==> config.mk <==
export PLATFORM = sky130hd
export DESIGN_NAME = wvb_reader_flat
export DESIGN_NICKNAME = d
export VERILOG_FILES = /design/src/rtl/wvb_reader_if.sv /design/src/rtl/wvb_reader.sv /design/src/flat_wrapper.sv
export SDC_FILE = /design/constraint.sdc
export NUM_CORES = 1
export LEC_CHECK = 0
export BUFFER_PORTS_ARGS = -buffer_cell sky130_fd_sc_hd__buf_2
export CORE_MARGIN = 2
export CORE_UTILIZATION = 56
export DETAILED_ROUTE_END_ITERATION = 8
export GPL_TIMING_DRIVEN = 0
export PLACE_DENSITY_LB_ADDON = 0.15
export SYNTH_ARGS = -nofsm -noshare
export SYNTH_HDL_FRONTEND = slang
export SYNTH_SLANG_ARGS = --single-unit
==> constraint.sdc <==
create_clock -name clk -period 8.6 [get_ports clk]
set_input_delay 1.72 -clock clk [delete_from_list [all_inputs] [get_ports clk]]
set_output_delay 1.72 -clock clk [all_outputs]
set_load 0.01 [all_outputs]
==> src/rtl/wvb_reader_if.sv <==
// wvb_reader_if: header/sample buffer port and output stream of the waveform reader.
interface wvb_reader_if;
  logic [79:0] hdr_data;
  logic        hdr_rdreq;
  logic [21:0] wvb_data;
  logic        wvb_rdreq;
  logic        wvb_rddone;
  logic [31:0] dout;
  logic        dout_valid;
  logic        dout_ready;
  modport master (
    input  hdr_data, wvb_data, dout_ready,
    output hdr_rdreq, wvb_rdreq, wvb_rddone, dout, dout_valid
  );
  modport slave (
    output hdr_data, wvb_data, dout_ready,
    input  hdr_rdreq, wvb_rdreq, wvb_rddone, dout, dout_valid
  );
endinterface

==> src/rtl/wvb_reader.sv <==
// wvb_reader: pops a header and its waveform from the wvb buffer and streams them through a FWFT FIFO.
// Define WVB_RD_TRAILER_EN to append a sample-count/XOR trailer word after each waveform.
module wvb_reader #(
  parameter int HDR_LAT     = 2,
  parameter int RD_LAT      = 2,
  parameter int OFIFO_DEPTH = 8
) (
  input  logic         clk,
  input  logic         rst,
  input  logic         enable,
  input  logic [9:0]   n_wvf_in_buf,
  wvb_reader_if.master bus,
  output logic         busy
);
  localparam int CW = $clog2(OFIFO_DEPTH + RD_LAT + 2);
  localparam int PW = OFIFO_DEPTH > 1 ? $clog2(OFIFO_DEPTH) : 1;
  localparam logic [CW-1:0] DEPTH = CW'(OFIFO_DEPTH);
  localparam logic [15:0] HL = 16'(HDR_LAT - 1);
  typedef enum logic [2:0] {
    S_IDLE, S_HDR_WAIT, S_HDR_EMIT, S_RD, S_DRAIN,
`ifdef WVB_RD_TRAILER_EN
    S_TRL,
`endif
    S_DONE
  } state_t;
  state_t state, nxt;
  logic [15:0] cnt;
  logic [79:0] hdr;
  logic [12:0] issued, wfm_len;
  logic [RD_LAT-1:0] pipe;
  logic [CW-1:0] fifo_cnt, inflight;
  logic [PW-1:0] wr_ptr, rd_ptr;
  logic [31:0] mem [OFIFO_DEPTH];
  logic [31:0] pdata, h0, h1, h2;
  logic push, pop, space, sample, hdr_req, rd_req, done;
  function automatic logic [PW-1:0] nx(input logic [PW-1:0] p);
    return p == PW'(OFIFO_DEPTH - 1) ? '0 : p + 1'b1;
  endfunction
  assign wfm_len = {1'b0, hdr[19:8] - hdr[31:20]} + 13'd1;
  assign h0 = {8'h90, hdr[7:6], hdr[5], hdr[4:0], 3'b0, wfm_len};
  assign h1 = hdr[79:48];
  assign h2 = {hdr[47:32], 4'b0, hdr[31:20]};
  assign space = fifo_cnt < DEPTH;
  // a word arrives RD_LAT cycles after its request; the pipe tail marks that cycle
  assign sample = pipe[RD_LAT-1];
  assign pop = bus.dout_valid && bus.dout_ready;
`ifdef WVB_RD_TRAILER_EN
  logic [21:0] xr;
  logic [12:0] scnt;
  always_ff @(posedge clk)
    if (!rst || state == S_IDLE) begin
      xr <= '0;
      scnt <= '0;
    end else if (sample) begin
      xr <= xr ^ bus.wvb_data;
      scnt <= scnt + 13'd1;
    end
`endif
  always_comb begin
    nxt = state;
    hdr_req = 1'b0;
    rd_req = 1'b0;
    done = 1'b0;
    push = sample;
    pdata = {10'b0, bus.wvb_data};
    case (state)
      S_IDLE: if (rst && enable && n_wvf_in_buf != '0) begin
        hdr_req = 1'b1;
        nxt = S_HDR_WAIT;
      end
      S_HDR_WAIT: if (cnt == HL) nxt = S_HDR_EMIT;
      S_HDR_EMIT: begin
        push = space;
        pdata = cnt == 16'd0 ? h0 : cnt == 16'd1 ? h1 : h2;
        if (space && cnt == 16'd2) nxt = S_RD;
      end
      S_RD: begin
        // words already requested are counted against the FIFO so the sink can never cause overflow
        rd_req = rst && issued < wfm_len && fifo_cnt + inflight < DEPTH;
        if (issued == wfm_len) nxt = S_DRAIN;
      end
`ifdef WVB_RD_TRAILER_EN
      S_DRAIN: if (inflight == '0) nxt = S_TRL;
      S_TRL: begin
        push = space;
        pdata = {8'hE0, 2'b0, xr} ^ {19'b0, scnt};
        if (space) nxt = S_DONE;
      end
`else
      S_DRAIN: if (inflight == '0) nxt = S_DONE;
`endif
      S_DONE: begin
        done = rst;
        nxt = S_IDLE;
      end
      default: nxt = S_IDLE;
    endcase
  end
  always_ff @(posedge clk)
    if (!rst) begin
      state <= S_IDLE;
      cnt <= '0;
      hdr <= '0;
      issued <= '0;
      pipe <= '0;
      inflight <= '0;
      wr_ptr <= '0;
      rd_ptr <= '0;
      fifo_cnt <= '0;
    end else begin
      state <= nxt;
      cnt <= state != nxt ? '0 : cnt + 16'(state == S_HDR_WAIT || (state == S_HDR_EMIT && push));
      if (state == S_HDR_WAIT && cnt == HL) hdr <= bus.hdr_data;
      issued <= state == S_IDLE ? '0 : issued + 13'(rd_req);
      pipe <= RD_LAT'({pipe, rd_req});
      inflight <= inflight + CW'(rd_req) - CW'(sample);
      if (push) wr_ptr <= nx(wr_ptr);
      if (pop) rd_ptr <= nx(rd_ptr);
      fifo_cnt <= fifo_cnt + CW'(push) - CW'(pop);
    end
  always_ff @(posedge clk)
    if (push) mem[wr_ptr] <= pdata;
  assign bus.hdr_rdreq = hdr_req;
  assign bus.wvb_rdreq = rd_req;
  assign bus.wvb_rddone = done;
  assign bus.dout_valid = fifo_cnt != '0;
  assign bus.dout = bus.dout_valid ? mem[rd_ptr] : '0;
  assign busy = state != S_IDLE;
endmodule

==> src/flat_wrapper.sv <==
// flat-port wrapper written by rule: the top's interface ports become plain ports
module wvb_reader_flat 
#(
  parameter int HDR_LAT     = 2,
  parameter int RD_LAT      = 2,
  parameter int OFIFO_DEPTH = 8
)
  (clk, rst, enable, n_wvf_in_buf, busy, bus_hdr_data, bus_wvb_data, bus_dout_ready, bus_hdr_rdreq, bus_wvb_rdreq, bus_wvb_rddone, bus_dout, bus_dout_valid);
  wvb_reader_if bus_i ();
  input  logic clk;
  input  logic rst;
  input  logic enable;
  input  logic [9:0] n_wvf_in_buf;
  output logic busy;
  input wire logic [$bits(bus_i.hdr_data)-1:0] bus_hdr_data;
  input wire logic [$bits(bus_i.wvb_data)-1:0] bus_wvb_data;
  input wire logic [$bits(bus_i.dout_ready)-1:0] bus_dout_ready;
  output wire logic [$bits(bus_i.hdr_rdreq)-1:0] bus_hdr_rdreq;
  output wire logic [$bits(bus_i.wvb_rdreq)-1:0] bus_wvb_rdreq;
  output wire logic [$bits(bus_i.wvb_rddone)-1:0] bus_wvb_rddone;
  output wire logic [$bits(bus_i.dout)-1:0] bus_dout;
  output wire logic [$bits(bus_i.dout_valid)-1:0] bus_dout_valid;
  assign bus_i.hdr_data = bus_hdr_data;
  assign bus_i.wvb_data = bus_wvb_data;
  assign bus_i.dout_ready = bus_dout_ready;
  assign bus_hdr_rdreq = bus_i.hdr_rdreq;
  assign bus_wvb_rdreq = bus_i.wvb_rdreq;
  assign bus_wvb_rddone = bus_i.wvb_rddone;
  assign bus_dout = bus_i.dout;
  assign bus_dout_valid = bus_i.dout_valid;
  wvb_reader #(.HDR_LAT(HDR_LAT), .RD_LAT(RD_LAT), .OFIFO_DEPTH(OFIFO_DEPTH)) u_core (.clk(clk), .rst(rst), .enable(enable), .n_wvf_in_buf(n_wvf_in_buf), .bus(bus_i), .busy(busy));
endmodule
# Word-level counts from Yosys, hierarchy flattened
# Memory sizes are Yosys's and may differ from the RTL's. A register that Yosys moved wholly into a read port is not among the register bits.
# Index checks and enable logic that the tools add are counted.
# op_classes
n_addsub,11
order_cmp,3
n_eq_ne,11
n_mux,21
bitwise_logic,1
n_reduce_logical,17
# op_table
op,n
32-bit 2-to-1 mux,4
3-bit 2-to-1 mux,9
16-bit by 1-bit adder with 16-bit output,1
"16-bit by 1-bit equality test with 1-bit output, second input constant",1
"16-bit by 2-bit equality test with 1-bit output, second input constant",1
16-bit logical NOT,1
3-bit case mux with 5 select lines,1
"12-bit by 1-bit adder with 13-bit output, second input constant",1
13-bit by 1-bit adder with 13-bit output,1
13-bit equality test,1
13-bit < comparator,1
"3-bit equality test, second input constant",4
12-bit subtractor,1
10-bit nonzero test,1
4-bit by 1-bit adder with 4-bit output,2
1-bit logical AND,8
"4-bit < comparator, second input constant",2
4-bit by 1-bit subtractor with 4-bit output,2
1-bit 2-to-1 mux,7
"3-bit by 1-bit adder with 3-bit output, second input constant",2
"3-bit by 2-bit equality test with 1-bit output, second input constant",2
4-bit adder,1
4-bit logical NOT,1
4-bit nonzero test,1
other kinds (7),8
# word_totals
reg_bits,128
ramBits,256
inputBits,116
mem_count,1
# mem_list
memory,depth,width,rd,rd_ports_with_merged_regs,write_ports,line_no,text
u_core.mem,8,32,1,1,1,wvb_reader.sv:33,logic [31:0] mem [OFIFO_DEPTH];

# Logic depth before layout (Yosys ltp)
# Gate-level depths: netlist (run 1).
# depth
word_depth,8
mapped_depth,23
ltp_nobuf,23

# Worst setup path after synthesis (run 1)
# No wires, ideal clock.
# synth_path
kind,reg-to-output
from,register u_core.hdr[8]
to,output port bus_wvb_rdreq
arrival_ps,3481
required_ps,6880
setup_slack_ps,3399
path_stages_with_launch,15
n_path_buf,0
path_cell_list,dfxtp_1 inv_1 ha_1 fa_1 nand2b_1 a2111o_1 o311ai_2 or3b_1 or3_4 nor2b_1 xnor2_1 ha_1 a21o_1 a21oi_1 o2111a_1
# synth_between
elab_chain_cells,6
# synth_rtl
element,line_no,text
start: declaration,wvb_reader.sv:28,logic [79:0] hdr;
start signal: assignment,wvb_reader.sv:113,if (state == S_HDR_WAIT && cnt == HL) hdr <= bus.hdr_data;
12-bit subtractor,wvb_reader.sv:39,"assign wfm_len = {1'b0, hdr[19:8] - hdr[31:20]} + 13'd1;"
12-bit by 1-bit adder with 13-bit output,wvb_reader.sv:39,
13-bit < comparator,wvb_reader.sv:79,rd_req = rst && issued < wfm_len && fifo_cnt + inflight < DEPTH;
1-bit logical AND (2 in a row),wvb_reader.sv:79,
1-bit 2-to-1 mux,wvb_reader.sv:66,case (state)
end: declaration,flat_wrapper.sv:19,output wire logic [$bits(bus_i.wvb_rdreq)-1:0] bus_wvb_rdreq;
# No other way between the ends.

# Worst setup path in the final report (run 1)
# Same ends and word-level chain as after synthesis.

==> metrics.txt, run 1 <==
H-Tree Level Count=2; number of antenna violations at the first check in global routing=0; 1st-pass router iterations=6; TritonCTS Sinks=387; largest fanout of any net on the critical path=3; number of vias after detailed routing=11,200; total negative slack=0 ns; DRT antenna net count=0; maximum number of pins on one net before global-route repair=27; PnR Total Power=4.49 mW; area enclosed by the die boundary=31,600 µm²; count of buffers inserted at the top-level ports=152; final setup violating endpoints=0; standby leakage power=6.98 nW; Relative slew margins=9.28%; Cell Area, Synth=16,900 µm²; Final Skew=0.0184 ns; number of hold violations in the final report=0; share of synthesized area occupied by flip-flops and latches=60.9%; share of layout cells above drive strength 1=18.8%; root buffer cell=sky130_fd_sc_hd__clkbuf_16; count of unique library cells instantiated by Yosys=52; Worst Setup Path Type=register to output port; fraction of registers with async set or reset after synthesis=0%; post-synthesis net count=1,511; Pins Over Slew Limit=0; required time at the worst-slack endpoint=6.88 ns; Worst Setup SP=u_core.hdr[8]$_SDFFE_PN0P_; post-cts sizing count=0; total clock buffers created by CTS=41; largest area contributor in the netlist=sky130_fd_sc_hd__edfxtp_1; average via count per standard cell=5.65; first-pass GRT wire length=61,100 µm; x dimension of the die=178 µm; Synth area leaders=sky130_fd_sc_hd__edfxtp_1 (45%), sky130_fd_sc_hd__dfxtp_1 (15%), sky130_fd_sc_hd__mux4_2 (8.5%), sky130_fd_sc_hd__nand2_1 (4.9%), sky130_fd_sc_hd__a21boi_0 (3.6%); area fraction of the dominant cell type after synthesis=45.4%; Cell Count Post-Placement=1,902; relative contribution of sequential cells to total power=44.9%; Crit path arrival time=4.44 ns; internal power of the cells=3.33 mW; predominant post-synthesis flop cell=sky130_fd_sc_hd__edfxtp_1; post-detailed-placement half-perimeter wirelength=28,300 µm; number of DRC violations after detailed-routing iteration 0=836; Reg clk slew, reported paths=0.06 ns; final critical path time including I/O delays and setup=6.16 ns; Final period util=71.6%; unrepaired setup endpoints after global routing=no; # diodes=0; Global Route Usage Sum=25.9%; Routed Wire Length=40,000 µm; area added between synthesis and finish=16.5%; average routed wire per standard cell=20.2 µm; clock tree buffer depth=3; Cell Rows=63; nets=1,719; overall die height=178 µm; via count of the first global-routing pass=10,900; combinational power share=17.9%; count of fill cells added during filler insertion=2,218; setup slack of the worst register-to-register path=3.61 ns; number of top-level pins=153; Finished Layout Cells=1,977; termination of the worst setup path=bus_wvb_rdreq; CP Launch Type=register; last weighted congestion value of the routability-driven placer=0.914; Core Region=29,700 µm²; areal power density over the cells=228 nW/µm²; startpoint of the worst-slack reg-to-reg timing path=u_core.hdr[8]$_SDFFE_PN0P_; cell count of the worst reg-to-reg path=21; reg2reg end=u_core.inflight[2]$_SDFF_PN0_; number of enable flip-flop cells after synthesis=256; run status=completed; post-CTS setup buffers=0; clock tree from TritonCTS=built; Avg Cell Area, Syn=12.6 µm²; remaining global-route overflow=0; highest attainable clock frequency=162 MHz; starting density of the core=57.0%; final routed DRC violation total=0; hold-fix buffers at CTS=0; slew at the pin closest to its max-slew limit=1.35 ns; number of cells produced by synthesis=1,347; flip-flop and latch count after synthesis=387; switch share=25.9%; total net switching power=1.16 mW; max-cap check violation count=0; worst min-delay path category=register to register; clock power share=37.2%; worst IR drop on VDD=0.160 mV; Syn. warnings=0; endpoint kind of the worst setup timing path=output port; insertion delay of the later-clocked pin in the worst-skew pair=0.53 ns
[per-layer routing]
metal	global-route usage, %	share of wire, %
met3	4.58	7.4
met5	0	0
met2	41.2	47
met1	36.5	42
met4	8.27	3.3
[power by group through the flow]
stage               clock network [mW]  logic, mW  registers, mW
detailed placement                   0      0.810           2.06
global route                      1.77      0.886           2.02
floorplan                            0      0.538           2.05
finish                            1.67      0.802           2.02
global placement                     0      0.797           2.06
CTS                               1.69      0.816           2.02
[synthesized netlist by cell type (all sizes together) (5+ instances only)]
cell type and n:
a211oi 5, a21boi 82, a21o 6, a21oi 54, and2 8, and3 10
buf 10, clkbuf 65, dfxtp 131, edfxtp 256, ha 45, inv 39
mux2i 41, mux4 64, nand2 223, nand2b 9, nand3 28, nand4 8
nor2 99, nor2b 17, nor3 11, nor4 6, o211ai 7, o21ai 33
or3 10, xnor2 24, xor2 23
[state kept, by name (all words and copies together), names as in the netlist, named ones only]
register	count
u_core.mem	256
u_core.hdr	80
u_core.cnt	16
u_core.issued	13
u_core.fifo_cnt	4
u_core.inflight	4
u_core.rd_ptr	3
u_core.state	3
u_core.wr_ptr	3
u_core.pipe	2
[cell families (layout without fill, tap and decap cells)]
| family | Yosys count | after routing | synth area share (%) |
|---|---|---|---|
| and+or+nand+nor | 439 | 439 | 11.4 |
| DFF | 387 | 387 | 60.9 |
| AOI/OAI and AO/OA | 207 | 207 | 8.09 |
| buffers and inverters | 114 | 354 | 2.53 |
| muxes | 105 | 105 | 10.9 |
| adders and majority gates | 48 | 48 | 3.68 |
| xor gates and xnor gates | 47 | 47 | 2.43 |
[through the flow]
step / instance area [µm²] / hold WS [ns] / setup WS, ns / util [%]
6_report: 19700 / 0.432 / 2.44 / 66.3
5_1_grt: 19700 / 0.439 / 2.22 / 66.3
4_1_cts: 19700 / 0.435 / 2.43 / 66.3
3_5_place_dp: 18400 / 0.420 / 2.99 / 62.1
3_3_place_gp: 18200 / 0.416 / 1.87 / 61.2
2_1_floorplan: 16900 / 0.412 / 3.40 / -
[worst min path at each step]
stage,startpoint,end,cells after the start
after floorplan,u_core.pipe[0]$_SDFF_PN0_,u_core.pipe[1]$_SDFF_PN0_,1
after global placement,u_core.pipe[0]$_SDFF_PN0_,u_core.pipe[1]$_SDFF_PN0_,1
after detailed placement,u_core.pipe[0]$_SDFF_PN0_,u_core.pipe[1]$_SDFF_PN0_,1
after CTS,u_core.pipe[0]$_SDFF_PN0_,u_core.pipe[1]$_SDFF_PN0_,1
after global routing,u_core.pipe[0]$_SDFF_PN0_,u_core.pipe[1]$_SDFF_PN0_,1
final,u_core.pipe[0]$_SDFF_PN0_,u_core.pipe[1]$_SDFF_PN0_,1
[cell type report]
type	count	area, µm²	area share, %
Timing Repair Buffer	165	971	4.93
Clock buffer	49	1070	5.41
Buffer	75	282	1.43
Clock inverter	26	206	1.05
Multi-Input combinational cell	846	6240	31.7
Tap cell	390	488	2.48
Sequential cell	387	10300	52.3
Inverter	39	146	0.743
[cells in the final DEF (no fill, tap or decap), types with 45 or more instances in the layout]
cell,count
sky130_fd_sc_hd__a21boi_0,82
sky130_fd_sc_hd__nor2_1,93
sky130_fd_sc_hd__nand2_1,223
sky130_fd_sc_hd__buf_2,152
sky130_fd_sc_hd__edfxtp_1,256
sky130_fd_sc_hd__mux4_2,64
sky130_fd_sc_hd__clkbuf_1,72
sky130_fd_sc_hd__ha_1,45
sky130_fd_sc_hd__dfxtp_1,131
sky130_fd_sc_hd__a21oi_1,54
[worst max-delay path, cell delays in order, from the launching register on]
cell                       delay, ns
sky130_fd_sc_hd__dfxtp_1        0.33
sky130_fd_sc_hd__inv_1          0.06
sky130_fd_sc_hd__ha_1           0.22
sky130_fd_sc_hd__fa_1           0.39
sky130_fd_sc_hd__nand2b_1       0.20
sky130_fd_sc_hd__a2111o_1       0.39
sky130_fd_sc_hd__o311ai_2       0.13
sky130_fd_sc_hd__or3b_1         0.42
sky130_fd_sc_hd__or3_4          0.36
sky130_fd_sc_hd__nor2b_1        0.15
sky130_fd_sc_hd__xnor2_1        0.16
sky130_fd_sc_hd__ha_1           0.28
sky130_fd_sc_hd__a21o_1         0.16
sky130_fd_sc_hd__a21oi_1        0.24
sky130_fd_sc_hd__o2111a_1       0.28
sky130_fd_sc_hd__buf_2          0.16
(Power assumes the default switching activity.)
==> inputs of run 2 (changes only) <==
Settings changed: CORE_UTILIZATION 56 to 54.
Clock period 8.6 ns to 5.6 ns, I/O delays scaled along.
==> run 2 against run 1 <==
Final cell count up 0.30%; sequential power up 53%; via count down 0.41%; critical path depth unchanged; worst hold slack better by 0.0020 ns; largest power group unchanged.
==> metrics.txt, run 2 (synthesis results as in run 1) <==
H-Tree Level Count=2 (unchanged); share of layout cells above drive strength 1=19.6% (was 18.8%); number of hold violations in the final report=0 (unchanged); first-pass GRT wire length=62,200 µm (was 61,100 µm); largest fanout of any net on the critical path=3 (unchanged); CP Launch Type=register (unchanged); Routed met2 length=20,000 µm (was 18,800 µm); Largest register FFs=256 (unchanged); Cell Rows=64 (was 63); average via count per standard cell=5.61 (was 5.65); Worst path most repeated cell=sky130_fd_sc_hd__ha_1 (unchanged); number of antenna violations at the first check in global routing=0 (unchanged); Worst Setup Path Type=register to output port (unchanged); Routed Wire Length=40,700 µm (was 40,000 µm); endpoint kind of the worst setup timing path=output port (unchanged); biggest regs=u_core.mem (256), u_core.hdr (80), u_core.cnt (16) (unchanged); areal power density over the cells=356 nW/µm² (was 228 nW/µm²); worst hold path cell count=1 (unchanged); share of the core filled with cells in the final layout=64.8% (was 66.3%); largest register by flop count=u_core.mem (unchanged); post-detailed-placement half-perimeter wirelength=29,600 µm (was 28,300 µm); number of top-level pins=153 (unchanged); max-cap check violation count=0 (unchanged); hold-fix buffers at CTS=0 (unchanged); Crit path arrival time=4.32 ns (was 4.44 ns); last weighted congestion value of the routability-driven placer=0.941 (was 0.914); PnR Total Power=7.09 mW (was 4.49 mW); final critical path time including I/O delays and setup=5.44 ns; Worst Setup SP=u_core.hdr[8]$_SDFFE_PN0P_ (unchanged); unrepaired setup endpoints after global routing=no (unchanged); count of buffers inserted at the top-level ports=152 (unchanged); Reg clk slew, reported paths=0.06 ns (about the same); total length of routed met3 wires=2660 µm (was 2960 µm); setup slack of the worst register-to-register path=0.56 ns (was 3.61 ns); area enclosed by the die boundary=32,800 µm² (was 31,600 µm²); starting density of the core=55.0% (was 57.0%); Final period util=97.1%; startpoint of the worst-slack reg-to-reg timing path=u_core.hdr[8]$_SDFFE_PN0P_ (unchanged); final routed DRC violation total=0 (unchanged); # diodes=0 (unchanged); area added between synthesis and finish=17.6% (was 16.5%); final setup violating endpoints=0 (unchanged); start point of the worst hold path=u_core.pipe[0]$_SDFF_PN0_ (unchanged); root buffer cell=sky130_fd_sc_hd__clkbuf_16 (unchanged); nets=1,719 (unchanged); cell count of the worst reg-to-reg path=18 (was 21); met1 wire length=17,100 µm (was 16,900 µm); top metal layer carrying routed signals=met4 (unchanged); TritonCTS Sinks=387 (unchanged); Pins Over Slew Limit=0 (unchanged); post-CTS setup buffers=0 (unchanged); Core Region=30,700 µm² (was 29,700 µm²); insertion delay of the later-clocked pin in the worst-skew pair=0.54 ns (was 0.53 ns); Global Route Usage Sum=25.0% (was 25.9%); commonest non-fill, non-tap cells in the layout=sky130_fd_sc_hd__edfxtp_1 (256), sky130_fd_sc_hd__nand2_1 (223), sky130_fd_sc_hd__buf_2 (151), sky130_fd_sc_hd__dfxtp_1 (131), sky130_fd_sc_hd__nor2_1 (93) (was sky130_fd_sc_hd__edfxtp_1 (256), sky130_fd_sc_hd__nand2_1 (223), sky130_fd_sc_hd__buf_2 (152), sky130_fd_sc_hd__dfxtp_1 (131), sky130_fd_sc_hd__nor2_1 (93)); critical path cell sequence=inv_1, ha_1, fa_2, nand2b_4, a2111o_1, o311ai_2, or3b_4, or3_4, nor2b_2, xnor2_1, ha_1, a21o_1, a21oi_4, o2111a_2, buf_6 (was inv_1, ha_1, fa_1, nand2b_1, a2111o_1, o311ai_2, or3b_1, or3_4, nor2b_1, xnor2_1, ha_1, a21o_1, a21oi_1, o2111a_1, buf_2); 1st-pass router iterations=5 (was 6); x dimension of the die=181 µm (was 178 µm); DRT antenna net count=0 (unchanged); standby leakage power=7.06 nW (was 6.98 nW); maximum number of pins on one net before global-route repair=21 (was 27); number of vias after detailed routing=11,100 (was 11,200); total clock buffers created by CTS=40 (was 41); slew at the pin closest to its max-slew limit=1.19 ns (was 1.35 ns); via count of the first global-routing pass=11,100 (was 10,900); Relative slew margins=20.0% (was 9.28%); clock tree from TritonCTS=built (unchanged); worst IR drop on VDD=0.244 mV (was 0.160 mV); remaining global-route overflow=0 (unchanged); cell with the largest stage delay on the worst path=sky130_fd_sc_hd__or3b_4 (was sky130_fd_sc_hd__or3b_1); required time at the worst-slack endpoint=4.48 ns (was 6.88 ns); Final Skew=0.0159 ns (was 0.0184 ns); overall die height=181 µm (was 178 µm); clock tree buffer depth=3 (unchanged); highest cell delay on the worst timing path=0.44 ns (was 0.42 ns); worst min-delay path category=register to register (unchanged); run status=completed (unchanged); most common cell after layout, fill and taps aside=sky130_fd_sc_hd__edfxtp_1 (unchanged); number of DRC violations after detailed-routing iteration 0=807 (was 836); average routed wire per standard cell=20.5 µm (was 20.2 µm); highest attainable clock frequency=184 MHz; count of fill cells added during filler insertion=2,406 (was 2,218)
==> run 2: cell count changes in the layout (fill, tap and decap cells not counted), sizes merged <==
cell    change
inv         -4
buf         +1
bufinv      +3
==> run 2: cell type report <==
cell class,instances,area [µm²],area share (%)
well taps,396,495,2.49
clock buffers,49,1080,5.40
plain buffers,75,282,1.41
multi-input cells,846,6290,31.6
flip-flops and latches,387,10300,51.8
clock inverters,25,304,1.53
repair buffers,166,1010,5.10
inverters,39,146,0.735
==> run 2: path summary, 6_finish.rpt <==
path,endpoint
min reg2reg,u_core.pipe[1]$_SDFF_PN0_
max,bus_wvb_rdreq
max reg2reg,u_core.cnt[14]$_SDFF_PP0_
min,u_core.pipe[1]$_SDFF_PN0_
==> run 2: critical path: cells and delay by family, from the launching register on <==
family                     cells  cell delay [ns]
adders and majority gates      3             0.87
xor gates and xnor gates       1             0.16
AOI/OAI and AO/OA              5             1.15
and+or+nand+nor                4             1.08
buffers and inverters          2             0.17
DFF                            1             0.33
==> run 2: power by group <==
| group | leakage (nW) | total [mW] | internal, mW | switching, mW |
|---|---|---|---|---|
| Clock | 0.675 | 2.74 | 1.65 | 1.09 |
| Combinational | 2.89 | 1.25 | 0.539 | 0.710 |
| Sequential | 3.49 | 3.10 | 3.07 | 0.0248 |
| Total | 7.06 | 7.09 | 5.27 | 1.83 |
==> run 2: per-stage QoR <==
stage	instance area [µm²]	hold slack, ns	std cells	worst slack [ns]	setup TNS [ns]
finish	19900	0.434	1983	0.165	0
global route	19900	0.458	1983	0.00439	0
CTS	19900	0.436	1983	0.0283	0
detailed placement	18500	0.418	1909	0.489	0
global placement	18200	0.420	1895	-1.24	-77.12
floorplan	16900	0.412	1347	0.978	0
==> run 2: layer usage <==
layer,up-vias,GRT usage (%)
li1,5305,-
met3,73,4.37
met2,384,42.9
met4,0,6.57
met5,-,0
met1,5353,33.2
==> run 2: what timing repair did <==
| action | CTS | global route |
|---|---|---|
| resized for setup | 1 | 9 |
| pin swaps | 0 | 2 |
| setup endpoints to repair | 1 | 1 |
==> inputs of run 3 (changes only) <==
Settings changed: CORE_MARGIN 2 to 10.
Clock period 5.6 ns to 4.4 ns, I/O delays scaled along.
==> run 3 against run 2 <==
The flow now finishes with violations (setup timing); routed wire length increased by 5.0%; sequential share of layout area fell by 0.64 points; combinational power increased by 30%; via count is 1.8% higher; total power up 25%; setup slack worse by 0.85 ns; utilization increased by 0.82 points; critical path depth unchanged; non-clock buffer count is 16 higher; critical endpoint unchanged.
==> metrics.txt, run 3 (synthesis results as in run 1) <==
average routed wire per standard cell=21.4 µm (was 20.5 µm); footprint of the flip-flops and latches=10,300 µm² (about the same); final setup violating endpoints=16 (was 0); largest fanout of any net on the critical path=3 (unchanged); last weighted congestion value of the routability-driven placer=0.910 (was 0.941); number of hold violations in the final report=0 (unchanged); number of antenna violations at the first check in global routing=0 (unchanged); count of buffers inserted at the top-level ports=152 (unchanged); Final Skew=0.0148 ns (was 0.0159 ns); areal power density over the cells=441 nW/µm² (was 356 nW/µm²); run status=finished, violations left (was completed); Relative slew margins=10.9% (was 20.0%); total clock buffers created by CTS=41 (was 40); endpoint kind of the worst setup timing path=output port (unchanged); Hold Worst Slack=0.439 ns (was 0.434 ns); DRT antenna net count=0 (unchanged); starting density of the core=55.0% (unchanged); worst hold path cell count=1 (unchanged); 1st-pass router iterations=5 (unchanged); CP Launch Type=register (unchanged); H-Tree Level Count=2 (unchanged); start point of the worst hold path=u_core.pipe[0]$_SDFF_PN0_ (unchanged); post-detailed-placement half-perimeter wirelength=30,700 µm (was 29,600 µm); first-pass GRT wire length=65,200 µm (was 62,200 µm); worst path setup slack after routing=-0.685 ns (was 0.165 ns); x dimension of the die=197 µm (was 181 µm); multi-input logic area=6480 µm² (was 6290 µm²); count of fill cells added during filler insertion=2,405 (was 2,406); standby leakage power=7.15 nW (was 7.06 nW); highest attainable clock frequency=197 MHz; number of DRC violations after detailed-routing iteration 0=896 (was 807); required time at the worst-slack endpoint=3.52 ns (was 4.48 ns); cell count of the worst reg-to-reg path=25 (was 18); Largest register FFs=256 (unchanged); commonest non-fill, non-tap cells in the layout=sky130_fd_sc_hd__edfxtp_1 (256), sky130_fd_sc_hd__nand2_1 (220), sky130_fd_sc_hd__buf_2 (151), sky130_fd_sc_hd__dfxtp_1 (130), sky130_fd_sc_hd__nor2_1 (91) (was sky130_fd_sc_hd__edfxtp_1 (256), sky130_fd_sc_hd__nand2_1 (223), sky130_fd_sc_hd__buf_2 (151), sky130_fd_sc_hd__dfxtp_1 (131), sky130_fd_sc_hd__nor2_1 (93)); final routed DRC violation total=0 (unchanged); final critical path time including I/O delays and setup=5.09 ns; share of layout cells above drive strength 1=22.1% (was 19.6%); average via count per standard cell=5.66 (was 5.61); Reg clk slew, reported paths=0.06 ns (about the same); remaining global-route overflow=0 (unchanged); Crit path arrival time=4.21 ns (was 4.32 ns); area enclosed by the die boundary=38,800 µm² (was 32,800 µm²); Hold Crit Endpoint=u_core.pipe[1]$_SDFF_PN0_ (unchanged); Pins Over Slew Limit=0 (unchanged); insertion delay of the later-clocked pin in the worst-skew pair=0.54 ns (about the same); Final period util=116%; largest register by flop count=u_core.mem (unchanged); Routed Wire Length=42,700 µm (was 40,700 µm); worst IR drop on VDD=0.277 mV (was 0.244 mV); startpoint of the worst-slack reg-to-reg timing path=u_core.hdr[8]$_SDFFE_PN0P_ (unchanged); maximum number of pins on one net before global-route repair=26 (was 21); pre-CTS setup slack=-0.648 ns (was 0.489 ns); failing checks=setup timing; via count of the first global-routing pass=11,500 (was 11,100); unrepaired setup endpoints after global routing=yes (was no); Cell Rows=64 (unchanged); TritonCTS Sinks=387 (unchanged); Global Route Usage Sum=21.7% (was 25.0%); root buffer cell=sky130_fd_sc_hd__clkbuf_16 (unchanged); most common cell after layout, fill and taps aside=sky130_fd_sc_hd__edfxtp_1 (unchanged); clock tree from TritonCTS=built (unchanged); reg2reg end=u_core.issued[12]$_SDFF_PP0_ (was u_core.cnt[14]$_SDFF_PP0_); hold-fix buffers at CTS=0 (unchanged); biggest regs=u_core.mem (256), u_core.hdr (80), u_core.cnt (16) (unchanged); worst min-delay path category=register to register (unchanged); nets=1,736 (was 1,719); number of vias after detailed routing=11,300 (was 11,100); clock tree buffer depth=3 (unchanged); slew at the pin closest to its max-slew limit=1.32 ns (was 1.19 ns); overall die height=197 µm (was 181 µm); max-cap check violation count=0 (unchanged); number of top-level pins=153 (unchanged); Core Region=30,700 µm² (unchanged); # diodes=0 (unchanged); Worst Setup Path Type=register to output port (unchanged); area added between synthesis and finish=19.1% (was 17.6%); setup slack of the worst register-to-register path=-0.49 ns (was 0.56 ns)
-- run 3: changes by cell type in the layout (fill, tap and decap cells not counted), moves of 4 or more --
cell / previous run / this run
sky130_fd_sc_hd__buf_4: 0 / 11
sky130_fd_sc_hd__clkbuf_1: 71 / 76
sky130_fd_sc_hd__buf_6: 7 / 11
sky130_fd_sc_hd__bufinv_16: 6 / 1
sky130_fd_sc_hd__ha_1: 45 / 40
-- run 3: worst max-delay path by stage --
stage                               start                       endpoint  slack [ns]
6_report       u_core.hdr[8]$_SDFFE_PN0P_                  bus_wvb_rdreq       -0.69
5_1_grt        u_core.hdr[8]$_SDFFE_PN0P_                  bus_wvb_rdreq       -0.80
4_1_cts        u_core.hdr[8]$_SDFFE_PN0P_                  bus_wvb_rdreq       -0.72
3_5_place_dp   u_core.hdr[8]$_SDFFE_PN0P_       u_core.cnt[8]$_SDFF_PP0_       -0.65
3_3_place_gp   u_core.state[1]$_SDFF_PN0_    u_core.mem[0][18]$_DFFE_PP_       -2.49
2_1_floorplan  u_core.hdr[8]$_SDFFE_PN0P_  u_core.inflight[2]$_SDFF_PN0_       -0.04
-- run 3: timing repair --
action	4_1_cts	5_1_grt
gates resized for setup	24	23
pin swaps	10	11
setup endpoints to repair	30	34
gates cloned	0	0
setup buffers	6	10
-- run 3: layout make-up --
| type | count | area share, % |
|---|---|---|
| Sequential cell | 387 | 51.1 |
| Inverter | 39 | 0.726 |
| Tap cell | 396 | 2.46 |
| Timing Repair Buffer | 182 | 5.65 |
| Multi-Input combinational cell | 846 | 32.1 |
| Clock inverter | 16 | 0.633 |
| Buffer | 75 | 1.43 |
| Clock buffer | 59 | 5.83 |
-- run 3: power by group --
group	total [mW]	internal [mW]	switching (mW)
Combinational	1.63	0.706	0.926
Sequential	3.95	3.91	0.0313
Clock	3.31	1.93	1.39
Total	8.89	6.55	2.34
-- run 3: critical path, stage by stage (launching register included) --
cell                       delay, ns
sky130_fd_sc_hd__dfxtp_2        0.34
sky130_fd_sc_hd__inv_2          0.05
sky130_fd_sc_hd__ha_4           0.16
sky130_fd_sc_hd__fa_2           0.38
sky130_fd_sc_hd__nand2b_4       0.16
sky130_fd_sc_hd__a2111o_1       0.40
sky130_fd_sc_hd__o311ai_4       0.10
sky130_fd_sc_hd__or3b_4         0.41
sky130_fd_sc_hd__or3_4          0.37
sky130_fd_sc_hd__nor2b_4        0.13
sky130_fd_sc_hd__xnor2_2        0.08
sky130_fd_sc_hd__ha_1           0.32
sky130_fd_sc_hd__a21o_1         0.17
sky130_fd_sc_hd__a21oi_2        0.19
sky130_fd_sc_hd__o2111a_2       0.28
sky130_fd_sc_hd__buf_6          0.11
-- run 3: per-layer routing --
metal  vias to the layer above  wire (µm)  GRT usage [%]
li1                       5340          -              -
met1                      5510      18100           28.6
met2                       382      20800           36.6
met3                        84       2770           3.59
met4                         0       1080           5.92
met5                         -          0              0
-- run 3: per-stage QoR --
stage | cells | TNS, ns | util (%) | total power [mW] | instance area, µm²
floorplan | 1347 | -0.0434 | - | 5.06 | 17000
finish | 2000 | -6.03 | 65.6 | 8.89 | 20200
global placement | 1895 | -281.71 | 59.3 | 5.62 | 18200
detailed placement | 1909 | -11.33 | 60.2 | 5.64 | 18500
global route | 2000 | -8.64 | 65.6 | 9.25 | 20200
CTS | 1990 | -5.43 | 65.0 | 8.93 | 20000
